$ cat config.mk
export PLATFORM = sky130hd
export DESIGN_NAME = grid_scanout_reader
export DESIGN_NICKNAME = d
export VERILOG_FILES = /design/src/rtl/grid_pkg.sv /design/src/rtl/grid_line_buffer.sv /design/src/rtl/grid_scanout_reader.sv
export SDC_FILE = /design/constraint.sdc
export NUM_CORES = 1
export LEC_CHECK = 0
export BUFFER_PORTS_ARGS = -buffer_cell sky130_fd_sc_hd__buf_2
export CELL_PAD_IN_SITES_DETAIL_PLACEMENT = 2
export CELL_PAD_IN_SITES_GLOBAL_PLACEMENT = 2
export CORE_ASPECT_RATIO = 1.5
export CORE_MARGIN = 2
export CORE_UTILIZATION = 46
export DETAILED_ROUTE_END_ITERATION = 16
export GPL_ROUTABILITY_DRIVEN = 0
export GPL_TIMING_DRIVEN = 0
export PLACE_DENSITY_LB_ADDON = 0.2
export SLEW_MARGIN = 30
export SYNTH_ARGS = -nofsm -noshare
export SYNTH_HDL_FRONTEND = slang
export SYNTH_SLANG_ARGS = --single-unit
$ cat constraint.sdc
create_clock -name clk_74a -period 4.6 [get_ports clk_74a]
set_input_delay 0.92 -clock clk_74a [delete_from_list [all_inputs] [get_ports clk_74a]]
set_output_delay 0.92 -clock clk_74a [all_outputs]
set_load 0.02 [all_outputs]
$ cat src/rtl/grid_pkg.sv
// Shared constants, types and address helper for the 40x30 one-bit cell grid.
// Used by both the scanout reader and the game-logic writer.
package grid_pkg;

  localparam int CELL_WIDTH  = 8;
  localparam int CELL_HEIGHT = 8;
  localparam int GRID_COLS   = 40;
  localparam int GRID_ROWS   = 30;
  localparam int RAM_LENGTH  = GRID_COLS * GRID_ROWS;
  localparam int ADDR_WIDTH  = 11;

  localparam int COORD_W   = 10;
  localparam int COL_SHIFT = $clog2(CELL_WIDTH);
  localparam int ROW_SHIFT = $clog2(CELL_HEIGHT);
  localparam int COL_W     = COORD_W - COL_SHIFT;
  localparam int ROW_W     = COORD_W - ROW_SHIFT;
  // Fetch column counter must also hold GRID_COLS as its "all issued" value.
  localparam int FCOL_W    = $clog2(GRID_COLS + 1);

  typedef logic [COL_W-1:0]      col_t;
  typedef logic [ROW_W-1:0]      row_t;
  typedef logic [FCOL_W-1:0]     fcol_t;
  typedef logic [ADDR_WIDTH-1:0] addr_t;

  localparam col_t  NUM_COLS  = col_t'(GRID_COLS);
  localparam row_t  NUM_ROWS  = row_t'(GRID_ROWS);
  localparam row_t  LAST_ROW  = row_t'(GRID_ROWS - 1);
  localparam fcol_t FETCH_END = fcol_t'(GRID_COLS);
  localparam fcol_t LAST_COL  = fcol_t'(GRID_COLS - 1);

  localparam logic [1:0] ST_IDLE = 2'd0;
  localparam logic [1:0] ST_REQ  = 2'd1;
  localparam logic [1:0] ST_DONE = 2'd2;

  function automatic addr_t cell_addr(input row_t row, input fcol_t col);
    return addr_t'(int'(row) * GRID_COLS + int'(col));
  endfunction

endpackage

$ cat src/rtl/grid_line_buffer.sv
// Double-buffered cell row store: the fetcher fills the back row bit by bit,
// the pixel path reads the front row; a swap strobe promotes back to front.
module grid_line_buffer
  import grid_pkg::*;
(
  input  logic                 clk_74a,
  input  logic                 reset_n,
  input  logic                 wr_en,
  input  fcol_t                wr_col,
  input  logic                 wr_bit,
  input  logic                 commit,
  input  row_t                 commit_row,
  input  logic                 discard,
  input  logic                 swap,
  output logic [GRID_COLS-1:0] front_buf,
  output logic                 front_valid,
  output row_t                 front_row,
  output logic                 back_valid,
  output row_t                 back_row
);

  logic [GRID_COLS-1:0] front_buf_q, front_buf_d;
  logic [GRID_COLS-1:0] back_buf_q, back_buf_d;
  logic                 front_valid_q, front_valid_d;
  logic                 back_valid_q, back_valid_d;
  row_t                 front_row_q, front_row_d;
  row_t                 back_row_q, back_row_d;

  always_comb begin
    // NOTE: every signal gets a default first so no path leaves it unassigned (no latches).
    front_buf_d   = front_buf_q;
    back_buf_d    = back_buf_q;
    front_valid_d = front_valid_q;
    back_valid_d  = back_valid_q;
    front_row_d   = front_row_q;
    back_row_d    = back_row_q;

    if (wr_en) back_buf_d[wr_col] = wr_bit;
    if (commit) begin
      back_valid_d = 1'b1;
      back_row_d   = commit_row;
    end
    if (discard) back_valid_d = 1'b0;
    if (swap) begin
      front_buf_d   = back_buf_q;
      front_valid_d = 1'b1;
      front_row_d   = back_row_q;
      back_valid_d  = 1'b0;
    end
  end

  // NOTE: the row data is storage gated by the valid tags, so it carries no reset.
  always_ff @(posedge clk_74a) begin
    front_buf_q <= front_buf_d;
    back_buf_q  <= back_buf_d;
  end

  always_ff @(posedge clk_74a or negedge reset_n) begin
    if (!reset_n) begin
      front_valid_q <= 1'b0;
      back_valid_q  <= 1'b0;
      front_row_q   <= '0;
      back_row_q    <= '0;
    end else begin
      front_valid_q <= front_valid_d;
      back_valid_q  <= back_valid_d;
      front_row_q   <= front_row_d;
      back_row_q    <= back_row_d;
    end
  end

  assign front_buf   = front_buf_q;
  assign front_valid = front_valid_q;
  assign front_row   = front_row_q;
  assign back_valid  = back_valid_q;
  assign back_row    = back_row_q;

endmodule

$ cat src/rtl/grid_scanout_reader.sv
// Read side of the cell framebuffer: prefetches rows into a line buffer in idle
// SRAM cycles and drives a registered pixel_state. Optional: GRID_SCANOUT_CELL_GAP_EN.
module grid_scanout_reader
  import grid_pkg::*;
(
  input  logic                  clk_74a,
  input  logic                  reset_n,
  input  logic [COORD_W-1:0]    visible_x,
  input  logic [COORD_W-1:0]    visible_y,
  input  logic                  sram_rd_avail,
  output logic [ADDR_WIDTH-1:0] sram_addr,
  input  logic                  sram_data_out,
  output logic                  pixel_state,
  output logic                  underrun
);

  logic [1:0] state_q, state_d;
  row_t       target_row_q, target_row_d;
  fcol_t      fetch_col_q, fetch_col_d;
  fcol_t      req_col_q, req_col_d;
  logic       req_live_q, req_live_d;
  addr_t      sram_addr_q, sram_addr_d;
  logic       pixel_q, pixel_d;
  logic       underrun_q, underrun_d;

  logic [GRID_COLS-1:0] front_buf;
  logic front_valid, back_valid;
  row_t front_row, back_row;
  logic wr_en, commit, discard, swap;

  col_t col;
  row_t row;
  logic row_in_grid, front_hit, back_hit, underrun_evt, abort;

  assign col          = visible_x[COORD_W-1:COL_SHIFT];
  assign row          = visible_y[COORD_W-1:ROW_SHIFT];
  assign row_in_grid  = row < NUM_ROWS;
  assign front_hit    = front_valid && (front_row == row);
  assign back_hit     = back_valid && (back_row == row);
  assign swap         = row_in_grid && !front_hit && back_hit;
  assign underrun_evt = row_in_grid && !front_hit && !back_hit;
  // A fetch already aimed at the missing row is left to finish rather than restarted.
  assign abort        = underrun_evt && (target_row_q != row);

  always_comb begin
    state_d      = state_q;
    target_row_d = target_row_q;
    fetch_col_d  = fetch_col_q;
    req_col_d    = req_col_q;
    req_live_d   = 1'b0;
    sram_addr_d  = sram_addr_q;
    underrun_d   = underrun_q | underrun_evt;
    wr_en        = 1'b0;
    commit       = 1'b0;
    discard      = 1'b0;

    case (state_q)
      ST_IDLE: begin
        if (!back_valid) begin
          state_d     = ST_REQ;
          fetch_col_d = '0;
          sram_addr_d = cell_addr(target_row_q, '0);
        end
      end
      ST_REQ: begin
        if (req_live_q) begin
          wr_en = 1'b1;
          if (req_col_q == LAST_COL) begin
            commit  = 1'b1;
            state_d = ST_DONE;
          end
        end
        // The address on the bus is only consumed when the port was ours this cycle.
        if (sram_rd_avail && (fetch_col_q != FETCH_END)) begin
          req_live_d  = 1'b1;
          req_col_d   = fetch_col_q;
          fetch_col_d = fetch_col_q + 1'b1;
          if (fetch_col_q != LAST_COL)
            sram_addr_d = cell_addr(target_row_q, fetch_col_q + 1'b1);
        end
      end
      ST_DONE: ;
      default: state_d = ST_IDLE;
    endcase

    if (swap) begin
      state_d      = ST_IDLE;
      target_row_d = (row == LAST_ROW) ? '0 : row + 1'b1;
    end else if (abort) begin
      state_d      = ST_IDLE;
      target_row_d = row;
      req_live_d   = 1'b0;
      wr_en        = 1'b0;
      commit       = 1'b0;
      discard      = 1'b1;
    end
  end

  always_comb begin
    pixel_d = row_in_grid && (col < NUM_COLS) && front_hit && front_buf[col[FCOL_W-1:0]];
`ifdef GRID_SCANOUT_CELL_GAP_EN
    if ((&visible_x[COL_SHIFT-1:0]) || (&visible_y[ROW_SHIFT-1:0])) pixel_d = 1'b0;
`else
`endif
  end

  always_ff @(posedge clk_74a or negedge reset_n) begin
    if (!reset_n) begin
      state_q      <= ST_IDLE;
      target_row_q <= '0;
      fetch_col_q  <= '0;
      req_col_q    <= '0;
      req_live_q   <= 1'b0;
      sram_addr_q  <= '0;
      pixel_q      <= 1'b0;
      underrun_q   <= 1'b0;
    end else begin
      // NOTE: non-blocking so every flop samples the pre-edge value of its _d.
      state_q      <= state_d;
      target_row_q <= target_row_d;
      fetch_col_q  <= fetch_col_d;
      req_col_q    <= req_col_d;
      req_live_q   <= req_live_d;
      sram_addr_q  <= sram_addr_d;
      pixel_q      <= pixel_d;
      underrun_q   <= underrun_d;
    end
  end

  grid_line_buffer u_line_buffer (
    .clk_74a     (clk_74a),
    .reset_n     (reset_n),
    .wr_en       (wr_en),
    .wr_col      (req_col_q),
    .wr_bit      (sram_data_out),
    .commit      (commit),
    .commit_row  (target_row_q),
    .discard     (discard),
    .swap        (swap),
    .front_buf   (front_buf),
    .front_valid (front_valid),
    .front_row   (front_row),
    .back_valid  (back_valid),
    .back_row    (back_row)
  );

  assign sram_addr   = sram_addr_q;
  assign pixel_state = pixel_q;
  assign underrun    = underrun_q;

endmodule

[Word-level counts from Yosys, hierarchy flattened]
Index checks and enable logic that the tools add are counted.
Storage, ports and cells
  flip-flop bits (word level): 131
  input port bits: 24
  output and inout bits: 13
Cells by class
  multiply operators: 1
  add/subtract/negate cells: 3
  reductions and logical operators: 21
  $lt $le $gt $ge: 5
  mux-type cells: 39
  bitwise operators: 1
  equal/unequal tests: 16
Operator list (number)
  $bwmux W40: 1
  $mux W11: 3
  $pmux W11 S2: 1
  $mux W7: 3
  $mux W1: 20
  $eq A7 B7 Y1: 2
  $lt A6 B7 Y1 const B: 2
  $mux W6: 2
  $ne A4 B4 Y1 const B: 3
  $ne A6 B6 Y1 const B: 2
  $pmux W6 S2: 1
  $add A11 B6 Y11: 1
  $logic_and A1 B1 Y1: 11
  $mux W2: 5
  $mul A7 B3 Y8 const B: 1
  $reduce_and A4 Y1: 2
  $add A7 B1 Y7 const B: 1
  $eq A7 B5 Y1 const B: 1
  $lt A7 B5 Y1 const B: 1
  $lt A7 B6 Y1 const B: 1
  $ne A7 B7 Y1: 1
  $add A6 B1 Y6 const B: 1
  $bmux W1 S6: 1
  $demux W1 S6: 1
  other kinds (14): 18

[Logic depth before layout (Yosys ltp)]
  depth in word-level cells: 11
  gate-level depth with buffers: 10

[Hierarchy]
Synthesis repeated with hierarchy kept, for this count alone.
Unflattened totals
  cells, all modules: 471
  area, all modules: 6155.9 sq um
By module, submodules not included
  grid_line_buffer: seq. area each 2802.7 sq um, cells an instance 183, instances 1, area an instance 3415.8 sq um
  grid_scanout_reader: seq. area each 875.8 sq um, cells an instance 288, instances 1, area an instance 2740.1 sq um

[Least setup slack after synthesis]
No wires, ideal clock.
  kind: input port to flip-flop
  start point: input visible_y[4]
  end point: register u_line_buffer.front_buf_q[0] (netlist: u_line_buffer.front_buf[0]) (enable)
  cell stages on the path: 6
  setup slack: 1350 ps
  required time: 4205 ps
  arrival time: 2855 ps
  path through: buf_4 -> xor2_1 -> nor4_2 -> and4_2 -> nand2_1 -> inv_1
Between the ends
  cells in the longest elaborated chain, start to end: 5
RTL lines
  start: declaration: line grid_scanout_reader.sv:9  | input logic [COORD_W-1:0] visible_y,
  branches (longest 4 deep; another with $lt A7 B5 Y1)
  $logic_and A1 B1 Y1 *: line grid_scanout_reader.sv:40  | assign swap = row_in_grid && !front_hit && back_hit;
  named net swap: line grid_scanout_reader.sv:29  | logic wr_en, commit, discard, swap;
  end signal: assignment: line grid_line_buffer.sv:54  | front_buf_q <= front_buf_d;
  end: declaration: line grid_line_buffer.sv:22  | logic [GRID_COLS-1:0] front_buf_q, front_buf_d;
Mark *: on every way through the listed nets, which the timed path passes.
A chain may end at the register's enable or synchronous reset.

[Worst setup path after layout]
  start point: input visible_y[3]
  end point: register target_row_q[2]
RTL lines
  branches (longest 4 deep; another with $lt A7 B5 Y1)
  $logic_and A1 B1 Y1 *: line grid_scanout_reader.sv:40
  named net swap: line grid_scanout_reader.sv:29
  $mux W7 / $reduce_bool A2 Y1 (equally long branches)
  end signal: assignment: line grid_scanout_reader.sv:120  | target_row_q <= target_row_d;
  end: declaration: line grid_scanout_reader.sv:18  | row_t target_row_q, target_row_d;
Marks and branches as above.

==> impl_metrics.py <==
metrics = {
    "run_status": {
        "status": "finished, final reports clean",
    },
    "grt": {
        "track_usage_pct": 26.5,
        "grt_pass1_wl_um": 27000,
        "grt-ovfl-total": 0,
        "grt_antenna_before_repair": 0,
        "grt_max_degree": 52,
        "grt_pass1_vias": 4368,
    },
    "timing": {
        "rsz0062_at_grt": "false",
        "post-route-min-period_ns": 3.23,
        "tightestPinTransition_ns": 0.877,
        "slew_headroom_pct": 41.5,
        "finalSetupTns_ns": 0,
        "fin_skew_ns": 0.0157,
        "final_max_slew_viol_count": 0,
        "setup_slack_ns": 1.37,
        "period_share_pct": 70.1,
        "setup_viol": 0,
        "hold_viol_final": 0,
        "max_freq_mhz": 310,
    },
    "synth": {
        "synth_nets": 482,
        "syn_area_mm2": 0.00598,
        "ys_seq_area_share_pct": 61.5,
        "yosysMostFrequentCell": "edfxtp_1",
        "async_reset_ff_share_pct": 38.9,
        "ys_warn_count": 0,
        "yosys-top-cells-area": "edfxtp_1 40%, dfrtp_1 21%, mux2_2 3.4%",
        "ys_ff_latch": 131,
        "synth_compound_area_share_pct": 5.84,
        "synthAdderAreaFrac_pct": 4.02,
        "muxShareOfSynthArea_pct": 7.95,
        "yosys.area.top_type_share_pct": 40.2,
        "synthSimpleGateAreaFrac_pct": 12.6,
        "post-synth-top-area-cell": "edfxtp_1",
        "avgSynthCellArea_um2": 13.6,
        "synth.top_cells.by_count": "80 x edfxtp_1, 51 x dfrtp_1, 47 x nor2_1, 22 x nand2_1, 19 x xor2_1",
        "syn_inst": 440,
        "synth_top_family_by_area": "simple AND/OR/NAND/NOR gates",
        "post_synth_xor_area_fraction_pct": 5.13,
        "synth_ff_type": "edfxtp_1",
        "synth_edf_count": 80,
        "synth_cell_type_count": 57,
    },
    "final_layout": {
        "antenna_cells": 0,
        "final_layout_size_suffix_gt1_share_pct": 23.4,
        "fin_nets": 524,
        "fillCellCount": 1173,
        "area_growth_pct": 15.2,
    },
    "routing": {
        "wl_per_cell_um": 26.4,
        "drc": 0,
        "vias": 3801,
        "ant_nets": 0,
        "drt-total-wl_um": 17300,
        "drt-initial-drc-count": 238,
        "first_pass_iters": 4,
        "viasPerCell": 5.81,
    },
    "clock_tree": {
        "post_cts_buffers": 0,
        "post_cts_resized": 0,
        "cts.clk_slew.worst_paths_ns": 0.06,
        "cts_made_buffers": 17,
        "clock_latency_ns": 0.43,
        "cts_buffer_depth": 2,
        "cts-root-buf": "clkbuf_16",
        "htreeDepth": 4,
        "ctsHoldBuffers": 0,
        "cts_tree": "done",
        "cts_sinks": 131,
    },
    "critical_path": {
        "cp_data_required_time_ns": 4.87,
        "crit_type": "in -> reg",
        "slowest_delay_ns": 0.56,
        "arrival_ns": 3.50,
        "worstReg2RegEnd": "target_row_q[2]$_DFFE_PN0P_",
        "path_max_fanout": 41,
        "r2r_cells": 6,
        "cp-end-kind": "flop",
        "worst-path-buf-inv": 3,
        "critPathTopFamily": "compound AO/OA/AOI/OAI gates",
        "worstPathCellList": "buf_2 > clkbuf_2 > xor2_1 > nor4_2 > a41oi_1 > nand2_1 > inv_2 > a222oi_1",
        "startpoint_type": "input pin",
        "crit_slowest_cell": "a222oi_1",
        "r2r_slack_ns": 1.73,
        "rr_startpoint": "u_line_buffer.front_row[3]$_DFFE_PN0P_",
    },
    "placement": {
        "dp_slack_ns": 1.09,
        "port_buffers": 23,
        "dp_hpwl_um": 10600,
    },
    "die": {
        "core_mm2": 0.0128,
        "io_pins": 37,
        "fp.dieW_um": 97.1,
        "rows": 51,
        "fp.dieH_um": 144,
        "start_util_pct": 46.6,
        "die_area_mm2": 0.0139,
    },
    "worst_hold_path": {
        "whs_path_depth": 0,
        "hp-class": "reg -> reg",
        "whs_endpoint": "u_line_buffer.front_buf[13]$_DFFE_PP_",
        "hp-start": "u_line_buffer.back_buf_q[13]$_DFFE_PP_",
    },
    "pwr": {
        "vdd_drop_max_uv": 264,
        "leakage_nw": 2.71,
        "powerDensity_mw_per_mm2": 487,
    },
    "job": {
        "drv_cap": 0,
    },
}
-- area by class of cell --
type	instances	area [um2]	share of cell area, %
sequential	131	3680	53.4
buffer	23	131	1.91
clock inverter	14	164	2.38
tap	159	199	2.89
timing repair buffer	23	118	1.71
inverter	11	41.3	0.600
multi-input combinational	275	2130	30.9
clock buffer	18	429	6.23
-- report_power, final --
group / switching [mW] / internal [mW] / total (mW)
Combinational: 0.349 / 0.190 / 0.539
Clock: 0.545 / 0.849 / 1.39
Sequential: 0.0993 / 1.32 / 1.42
-- state kept, by name (all words and copies together) (netlist names), 2 cells and up --
register	count
u_line_buffer.back_buf_q	40
u_line_buffer.front_row	7
u_line_buffer.back_row	7
u_line_buffer.front_buf	40
target_row_q	7
fetch_col_q	6
req_col_q	6
sram_addr	11
state_q	2
-- stage by stage --
step           hold WS [ns]  cell area [um2]  power, mW  cells  util, %
6_report              0.427             6890       3.36    654     53.7
5_1_grt               0.427             6890       3.47    654     53.7
4_1_cts               0.426             6890       3.38    654     53.7
3_5_place_dp          0.407             6290       1.96    622     49.1
3_3_place_gp          0.401             6290       1.92    622     49.0
2_1_floorplan         0.400             5980       1.75    440        -
-- worst max-delay path by stage --
stage | cells past startpoint | end | slack (ns) | from
2_1_floorplan | 6 | u_line_buffer.front_buf[0]$_DFFE_PP_ | 1.35 | visible_y[4]
6_report | 8 | target_row_q[2]$_DFFE_PN0P_ | 1.37 | visible_y[3]
3_5_place_dp | 8 | target_row_q[2]$_DFFE_PN0P_ | 1.09 | visible_y[4]
5_1_grt | 8 | target_row_q[2]$_DFFE_PN0P_ | 1.15 | visible_y[3]
4_1_cts | 8 | target_row_q[2]$_DFFE_PN0P_ | 1.32 | visible_y[3]
3_3_place_gp | 7 | u_line_buffer.front_buf[34]$_DFFE_PP_ | 0.76 | visible_y[4]
-- layer usage --
metal / GRT usage (%) / vias up / share of wire [%]
met5: 0 / - / 0
met4: 11.3 / 0 / 3.1
met3: 4.52 / 33 / 1.9
met2: 49.1 / 71 / 56
met1: 30.0 / 2010 / 39
li1: - / 1687 / -
-- logic make-up after synthesis --
logic type	after synthesis
AO/OA/AOI/OAI	48
XOR/XNOR	35
adder cells (fa/ha/maj)	18
buffers and inverters	34
flip-flops	131
multiplexers	34
AND/OR/NAND/NOR	140
-- cell usage in the layout, fill, tap and decap left out, types with 10 or more instances in the layout --
cell	netlist	final
nor2_1	47	47
nand2_1	22	22
inv_1	11	10
xnor2_1	16	16
edfxtp_1	80	80
mux2_2	18	18
clkbuf_16	0	17
clkbuf_1	11	12
xor2_1	19	19
ha_1	16	16
dfrtp_1	51	51
buf_2	5	27
o21ai_0	15	15
(Power assumes the default switching activity.)
